File: src/rtl/mem_arbiter.sv
// Arbitrates IF and MEM word/half/byte requests onto one byte-wide synchronous RAM port.
// MEM wins in IDLE; a granted access always runs to completion and ends with a single done cycle.
module mem_arbiter #(
    parameter int ADDR_W = 32
) (
    input  logic              clk,
    input  logic              rst,
    input  logic              if_req_i,
    input  logic [ADDR_W-1:0] if_addr_i,
    output logic [31:0]       if_rdata_o,
    output logic              if_done_o,
    input  logic              mem_req_i,
    input  logic              mem_we_i,
    input  logic [1:0]        mem_len_i,
    input  logic [ADDR_W-1:0] mem_addr_i,
    input  logic [31:0]       mem_wdata_i,
    output logic [31:0]       mem_rdata_o,
    output logic              mem_done_o,
    output logic [ADDR_W-1:0] ram_addr_o,
    output logic              ram_we_o,
    output logic [7:0]        ram_wdata_o,
    input  logic [7:0]        ram_rdata_i,
    output logic              busy_o
);

    typedef enum logic [2:0] {
        IDLE   = 3'd0,
        IF_RD  = 3'd1,
        MEM_RD = 3'd2,
        MEM_WR = 3'd3,
        DONE   = 3'd4
    } state_t;

    localparam logic [ADDR_W-1:0] ADDR_INC = {{(ADDR_W-1){1'b0}}, 1'b1};

    state_t      state_r;
    logic        sel_if_r;
    logic [2:0]  n_r;
    logic [2:0]  cnt_r;
    logic [31:0] wdata_r;
    logic [31:0] buf_r;
    logic [31:0] buf_next_s;
    logic [2:0]  n_s;
    logic [1:0]  rd_lane_s;
    logic [1:0]  wr_lane_s;

    // Decode MEM access length into a byte count.
    always_comb begin
        case (mem_len_i)
            2'b00:   n_s = 3'd1;
            2'b01:   n_s = 3'd2;
            default: n_s = 3'd4;
        endcase
    end

    // cnt_r counts RAM cycles already spent; the byte on ram_rdata_i belongs to lane cnt_r-1.
    always_comb begin
        rd_lane_s = cnt_r[1:0] - 2'd1;
        wr_lane_s = cnt_r[1:0] + 2'd1;
        if (cnt_r != 3'd0) begin
            buf_next_s = buf_r;
            buf_next_s[{rd_lane_s, 3'b000} +: 8] = ram_rdata_i;
        end else begin
            buf_next_s = buf_r;
        end
    end

    // Arbitration FSM with registered RAM-side and requester-side outputs.
    always_ff @(posedge clk or negedge rst) begin
        if (!rst) begin
            state_r     <= IDLE;
            sel_if_r    <= 1'b0;
            n_r         <= 3'd0;
            cnt_r       <= 3'd0;
            wdata_r     <= 32'd0;
            buf_r       <= 32'd0;
            if_rdata_o  <= 32'd0;
            if_done_o   <= 1'b0;
            mem_rdata_o <= 32'd0;
            mem_done_o  <= 1'b0;
            ram_addr_o  <= {ADDR_W{1'b0}};
            ram_we_o    <= 1'b0;
            ram_wdata_o <= 8'd0;
            busy_o      <= 1'b0;
        end else begin
            case (state_r)
                IDLE: begin
                    if (mem_req_i) begin
                        state_r     <= mem_we_i ? MEM_WR : MEM_RD;
                        sel_if_r    <= 1'b0;
                        n_r         <= n_s;
                        cnt_r       <= 3'd0;
                        buf_r       <= 32'd0;
                        wdata_r     <= mem_wdata_i;
                        ram_addr_o  <= mem_addr_i;
                        ram_we_o    <= mem_we_i;
                        ram_wdata_o <= mem_wdata_i[7:0];
                        busy_o      <= 1'b1;
                    end else if (if_req_i) begin
                        state_r    <= IF_RD;
                        sel_if_r   <= 1'b1;
                        n_r        <= 3'd4;
                        cnt_r      <= 3'd0;
                        buf_r      <= 32'd0;
                        ram_addr_o <= if_addr_i;
                        busy_o     <= 1'b1;
                    end else begin
                        state_r <= IDLE;
                    end
                end
                IF_RD, MEM_RD: begin
                    cnt_r <= cnt_r + 3'd1;
                    buf_r <= buf_next_s;
                    if (cnt_r < (n_r - 3'd1)) begin
                        ram_addr_o <= ram_addr_o + ADDR_INC;
                    end else begin
                        ram_addr_o <= ram_addr_o;
                    end
                    // One extra cycle after the last address collects the final byte.
                    if (cnt_r == n_r) begin
                        state_r <= DONE;
                        if (sel_if_r) begin
                            if_rdata_o <= buf_next_s;
                            if_done_o  <= 1'b1;
                        end else begin
                            mem_rdata_o <= buf_next_s;
                            mem_done_o  <= 1'b1;
                        end
                    end else begin
                        state_r <= state_r;
                    end
                end
                MEM_WR: begin
                    if (cnt_r == (n_r - 3'd1)) begin
                        ram_we_o   <= 1'b0;
                        mem_done_o <= 1'b1;
                        state_r    <= DONE;
                    end else begin
                        cnt_r       <= cnt_r + 3'd1;
                        ram_addr_o  <= ram_addr_o + ADDR_INC;
                        ram_wdata_o <= wdata_r[{wr_lane_s, 3'b000} +: 8];
                    end
                end
                DONE: begin
                    if_done_o  <= 1'b0;
                    mem_done_o <= 1'b0;
                    busy_o     <= 1'b0;
                    state_r    <= IDLE;
                end
                default: begin
                    if_done_o  <= 1'b0;
                    mem_done_o <= 1'b0;
                    ram_we_o   <= 1'b0;
                    busy_o     <= 1'b0;
                    state_r    <= IDLE;
                end
            endcase
        end
    end

endmodule

File: config.mk
export PLATFORM = sky130hd
export DESIGN_NAME = mem_arbiter
export DESIGN_NICKNAME = d
export VERILOG_FILES = /design/src/rtl/mem_arbiter.sv
export SDC_FILE = /design/constraint.sdc
export NUM_CORES = 1
export LEC_CHECK = 0
export BUFFER_PORTS_ARGS = -buffer_cell sky130_fd_sc_hd__buf_2
export CORE_ASPECT_RATIO = 1.75
export CORE_MARGIN = 8
export CORE_UTILIZATION = 40
export DETAILED_ROUTE_END_ITERATION = 12
export GPL_TIMING_DRIVEN = 0
export PLACE_DENSITY = 0.6
export SLEW_MARGIN = 40
export SYNTH_ARGS = -nofsm -noshare
export SYNTH_HDL_FRONTEND = slang
export SYNTH_SLANG_ARGS = --single-unit
File: constraint.sdc
create_clock -name clk -period 2.94 [get_ports clk]
set_input_delay 0.735 -clock clk [delete_from_list [all_inputs] [get_ports clk]]
set_output_delay 0.735 -clock clk [all_outputs]
set_load 0.05 [all_outputs]
### Yosys cells after proc, flatten, opt, wreduce, memory -nomap -nowiden

Index checks and enable logic that the tools add are counted.

* reduce and logical (&&, ||, !) cells: 24
* add/subtract/negate cells: 6
* shift operators: 3
* mux-type cells: 40
* eq/ne operators: 15
* magnitude comparators: 1
* bitwise operators: 5

Operators with widths (number)
* 32-bit 2-to-1 mux: 7
* 32-bit one-hot mux with 3 select lines: 1
* 32-bit one-hot mux with 2 select lines: 1
* 32-bit by 1-bit adder with 32-bit output (second input constant): 1
* 32-bit bitwise mux: 1
* 8-bit by 7-bit variable shift with 32-bit output (first input constant): 1
* 32-bit by 6-bit indexed part select with 8-bit output: 1
* 8-bit by 7-bit indexed part select with 32-bit output: 1
* 3-bit 2-to-1 mux: 7
* 3-bit one-hot mux with 3 select lines: 2
* 3-bit AND reduction: 6
* 8-bit 2-to-1 mux: 2
* 8-bit one-hot mux with 2 select lines: 1
* 2-bit != test (second input constant): 7
* 1-bit 2-to-1 mux: 12
* 2-bit AND reduction: 5
* 4-bit AND reduction: 2
* 5-bit negation with 7-bit output: 1
* 3-bit by 2-bit equality test with 1-bit output (second input constant): 2
* 3-bit equality test: 2
* 1-bit one-hot mux with 3 select lines: 2
* 3-bit one-hot mux with 2 select lines: 1
* 2-bit nonzero test: 3
* 3-bit nonzero test: 2
* 16 further kinds: 23

* register bits: 182
* output and inout port bits: 108
* input port bits: 111

### Depth between registers and ports, before layout

* word-level depth: 6
* mapped depth: 11
* mapped depth without buffers: 9

### Worst setup path after synthesis

OpenSTA, ideal clock, no wires.

* path kind: flip-flop to flip-flop
* start: register n_r[1]
* end: register ram_addr_o[28]
* arrival time: 2117 ps
* setup slack: 664 ps
* stages on the path, launching flop included: 12
* path buffers: 2
* required time: 2781 ps
* library setup time: 159 ps
* path through: dfrtp_1 > inv_1 > ha_1 > xnor2_1 > ha_1 > a21oi_1 > nand3_1 > a311o_1 > buf_2 > buf_2 > o21ai_0 > o311ai_0

* longest elaborated chain between the ends: 4
* elaborated cells between the ends (all ways): 6
* those cells by class: add/sub (1); order compare (1); eq/ne (3); reduce/logical (1)

Ends and longest elaborated chain
* from (decl): RTL line 38 `logic [2:0] n_r;`
* from (signal assigned): RTL line 91 `n_r <= n_s;`
* 3-bit by 1-bit subtractor with 3-bit output *: RTL line 114, 134
* 3-bit less-than comparator or 3-bit equality test (tied branches): RTL line 114, 134
* 2-bit != test (no line)
* 4-bit AND reduction (no line) *
* to (signal assigned): RTL line 115 `ram_addr_o <= ram_addr_o + ADDR_INC;`
* to (signal assigned): RTL line 117 `ram_addr_o <= ram_addr_o;`
* to (signal assigned): RTL line 140 `ram_addr_o <= ram_addr_o + ADDR_INC;`
* to (decl): RTL line 19 `output logic [ADDR_W-1:0] ram_addr_o,`

Mark *: on every way between the ends. The rest lies on a longest branch, timed or not.
A chain may end at the register's enable or synchronous reset.

### Worst setup path after layout

* start: register cnt_r[0]
* end: register ram_addr_o[28]

* longest elaborated chain between the ends: 3
* elaborated cells between the ends (all ways): 5
* those cells by class: order compare (1); eq/ne (3); reduce/logical (1)

Ends and longest elaborated chain
* from (decl): RTL line 39 `logic [2:0] cnt_r;`
* from (signal assigned): RTL line 112 `cnt_r <= cnt_r + 3'd1;`
* from (signal assigned): RTL line 139 `cnt_r <= cnt_r + 3'd1;`
* 3-bit less-than comparator or 3-bit equality test (tied branches): RTL line 114, 134
* 2-bit != test (no line)
* 4-bit AND reduction (no line) *

Marks and branches as above.

==> flow_summary_export.csv <==
group,metric,value,unit
run_status,outcome,"complete, no violations",
placed_design,dpl-instance-area,10300,µm²
grt,grt.overflow.total,0,
setup_path,crit_end,"ram_addr_o[28]$_DFFE_PN0P_",
clock_tree,clockBufferDepth,2,
grt,grt_pass1_wl,45700,µm
placed_design,hpwl,22700,µm
synth,syn_area,8770,µm²
placed_design,io_buffers,218,
setup_path,cp_cell_sequence,"buf_2 -> inv_1 -> ha_1 -> nand3_1 -> nand2_1 -> a311o_1 -> buf_2 -> clkbuf_4 -> o21ai_0 -> o311ai_0",
setup_path,cp_data_arrival_time,3.06,ns
synth,synth_cell_types,60,
clock_tree,cts_max_level,4,
layout,finish.instance_area,11000,µm²
setup_path,cp.required,3.23,ns
setup_path,crit_family,"buffers and inverters",
drt,drc,0,
clock_tree,worstSkewPairLatency,0.44,ns
floorplanning,coreArea,21500,µm²
placed_design,place.gp.congestion,0.920,
pwr,netSwitchingFraction,50.5,%
pwr,p_leak,5.02,nW
timing,rsz0062_at_grt,"no",
pwr,internal-power,7.15,mW
synth,ys_ff_latch,182,
setup_path,regToRegStartpoint,"cnt_r[0]$_DFFE_PN0P_",
layout,drive_gt1_share,30.7,%
synth,synth_edf_count,0,
timing,slew_headroom,47.7,%
synth,synth-main-ff-cell,"dfrtp_1",
setup_path,critPathKind,"reg2reg",
grt,grt_pass1_vias,8252,
pwr,share_comb_of_total_power,53.4,%
pwr,p_total,14.4,mW
setup_path,crit_slowest_cell,"dfrtp_1",
setup_path,reg2regPathDepth,10,
floorplanning,num_rows,71,
floorplanning,ios,219,
synth,synth_top_cell_area_share,51.9,%
timing,drv_slew,0,
timing,max_freq,361,MHz
setup_path,cp-end-kind,"flop",
clock_tree,clk_pin_slew_worst_paths,0.07,ns
clock_tree,cts_buffers,17,
pwr,peakVddDrop,0.000635,V
timing,clock_skew,0.0104,ns
setup_path,r2r_setup_slack,0.17,ns
grt,grtUsageTotal,22.0,%
synth,syn_inst,860,
grt,grt_max_degree,68,
pwr,power_switching,7.29,mW
drt,ant_nets,0,
timing,hold_violations,0,
synth,syn_nets,982,
layout,multi_input_area,3980,µm²
grt,antenna_found_initial,1,
setup_path,cp-start-kind,"flop",
synth,synth-async-reset-ratio,100,%
setup_path,cp_num_buf_inv,4,
setup_path,crit_start,"cnt_r[0]$_DFFE_PN0P_",
setup_path,cpMostUsedCell,"buf_2",
layout,finalNetCount,1222,
worst_hold_path,hold_path_class,"in2async",
setup_path,cp_max_fo,10,
synth,avgSynthCellArea,10.2,µm²
drt,wire_per_inst,20.7,µm
drt,wl,29000,µm
synth,synth_warnings,0,
run,drv_cap,0,
clock_tree,clock-sinks,182,
setup_path,timing.rr.end,"ram_addr_o[28]$_DFFE_PN0P_",
timing,setup_viol,0,
floorplanning,die-area,27100,µm²
drt,via_per_inst,5.47,
setup_path,slowest_delay,0.46,ns
floorplanning,die_w,128,µm
setup_path,cp_num_cells,10,
timing,worst_pin_slew,0.778,ns
pwr,clock_power_share,16.7,%
clock_tree,post_cts_buffers,0,
floorplanning,initial_core_util,40.8,%
floorplanning,dieHeight,212,µm
pwr,seqPwrFrac,29.9,%
layout,nFillCells,2107,
layout,syn_to_final_growth,25.3,%
synth,netlist_top_cells_area,"dfrtp_1 (52%), o21ai_0 (5.5%), mux2_2 (5.1%)",
pwr,p_per_area,1310,nW/µm²
timing,fin_crit_sh,94.2,%
timing,fin_crit,2.77,ns
drt,firstDrtPassIters,4,
clock_tree,cts_root_buffer,"clkbuf_16",
drt,vias,7682,
layout,seq_area,4550,µm²
synth,synth_seq_area_share,51.9,%
drt,drt-initial-drc-count,429,
clock_tree,cts_tree,"yes",
synth,synth_area_leader_cell,"dfrtp_1",
[through the flow]
stage / hold WS, ns / setup slack, ns / instances / setup TNS, ns / utilization (%)
2_1_floorplan: 0.439 / 0.664 / 860 / 0 / -
3_3_place_gp: 0.454 / -1.98 / 1370 / -359.03 / 47.6
3_5_place_dp: 0.467 / -0.172 / 1373 / -4.05 / 48.0
4_1_cts: 0.0408 / 0.00138 / 1403 / 0 / 51.0
5_1_grt: 0.0403 / 0.0129 / 1403 / 0 / 51.1
6_report: 0.0683 / 0.172 / 1404 / 0 / 51.1
[final cells by class]
| class | count | area share [%] |
|---|---|---|
| buffer | 54 | 2.24 |
| antenna | 1 | 0.0228 |
| multi-input combinational | 609 | 36.2 |
| tap | 292 | 3.32 |
| sequential | 182 | 41.4 |
| timing repair buffer | 221 | 10.8 |
| clock inverter | 11 | 1.59 |
| inverter | 15 | 0.512 |
| clock buffer | 19 | 3.94 |
[kinds of logic after synthesis]
logic type	Yosys count	share of synthesized area (%)
muxes	80	10.8
and+or+nand+nor	245	13.4
AOI/OAI and AO/OA	269	18.6
buffers and inverters	69	3.31
DFF	182	51.9
adders and majority gates	11	1.57
xor gates and xnor gates	4	0.399
[synthesized netlist by cell type (3+ instances only)]
| cell type | instances |
|---|---|
| inv_1 | 15 |
| nor3_1 | 11 |
| a211oi_1 | 3 |
| nand3b_1 | 3 |
| mux2i_1 | 32 |
| a31oi_1 | 4 |
| and3_1 | 8 |
| o32a_1 | 3 |
| nor4b_1 | 7 |
| nor2_1 | 52 |
| dfrtp_1 | 182 |
| nor2b_1 | 10 |
| ha_1 | 11 |
| o22ai_1 | 9 |
| clkbuf_1 | 25 |
| a22oi_1 | 25 |
| buf_1 | 4 |
| mux2_2 | 40 |
| a21o_1 | 3 |
| nor4_1 | 5 |
| mux4_2 | 8 |
| buf_2 | 24 |
| o31ai_1 | 4 |
| nand3_1 | 20 |
| a21oi_1 | 80 |
| a2bb2oi_1 | 5 |
| o211ai_1 | 3 |
| nand2_1 | 105 |
| o21ai_0 | 96 |
| o22a_1 | 6 |
| a22o_1 | 12 |
| xor2_1 | 3 |
| nand2b_1 | 7 |
| nand4_1 | 4 |
[registers in the layout, indices dropped and copies added (netlist names), 3 cells and up]
signal,cells
if_rdata_o,32
state_r,3
ram_wdata_o,8
ram_addr_o,32
buf_r,32
cnt_r,3
n_r,3
mem_rdata_o,32
wdata_r,32
[layer usage]
metal | global-route usage, % | share of wire [%] | vias up
met2 | 41.8 | 56 | 258
met1 | 21.5 | 35 | 3756
met3 | 4.89 | 4.9 | 74
met4 | 12.0 | 4.4 | 0
met5 | 0 | 0 | -
li1 | - | - | 3594
[power by group through the flow]
stage               clock network (mW)  registers [mW]  logic [mW]
finish                            2.41            4.33        7.71
floorplan                            0            6.64        3.12
global route                      2.56            4.47        8.29
global placement                     0            4.34        7.59
detailed placement                   0            4.36        7.68
CTS                               2.46            4.33        7.74
[worst register-to-register path, cell delays in order, from the launching register on]
cell and delay (ns):
dfrtp_1 0.46, buf_2 0.25, inv_1 0.18, ha_1 0.35
nand3_1 0.17, nand2_1 0.14, a311o_1 0.36, buf_2 0.18
clkbuf_4 0.23, o21ai_0 0.17, o311ai_0 0.15
[worst min-delay path by stage]
stage	cells after the start	end
after floorplan	0	buf_r[0]$_DFFE_PN0P_
after global placement	2	if_rdata_o[12]$_DFFE_PN0P_
after detailed placement	2	if_rdata_o[19]$_DFFE_PN0P_
after CTS	1	ram_addr_o[20]$_DFFE_PN0P_
after global routing	1	ram_addr_o[20]$_DFFE_PN0P_
final	1	ram_addr_o[20]$_DFFE_PN0P_
[cell usage in the layout, fill, tap and decap left out, drive strengths merged, types with 4 or more instances in the layout]
cell type	n
a21oi	80
a22o	12
a22oi	25
a2bb2oi	5
a31oi	4
and3	8
buf	247
bufinv	4
clkbuf	47
dfrtp	182
ha	11
inv	17
mux2	40
mux2i	32
mux4	8
nand2	106
nand2b	7
nand3	21
nand4	5
nor2	53
nor2b	10
nor3	11
nor4	7
nor4b	7
o21ai	97
o22a	6
o22ai	9
o31ai	4
[repair_timing]
| item | CTS | global route |
|---|---|---|
| pin swaps | 0 | 1 |
| endpoints found under the setup margin | 52 | 37 |
| resized for setup | 6 | 7 |
| hold buffers | 0 | 0 |
No activity file was read; power rests on OpenSTA's default activity.
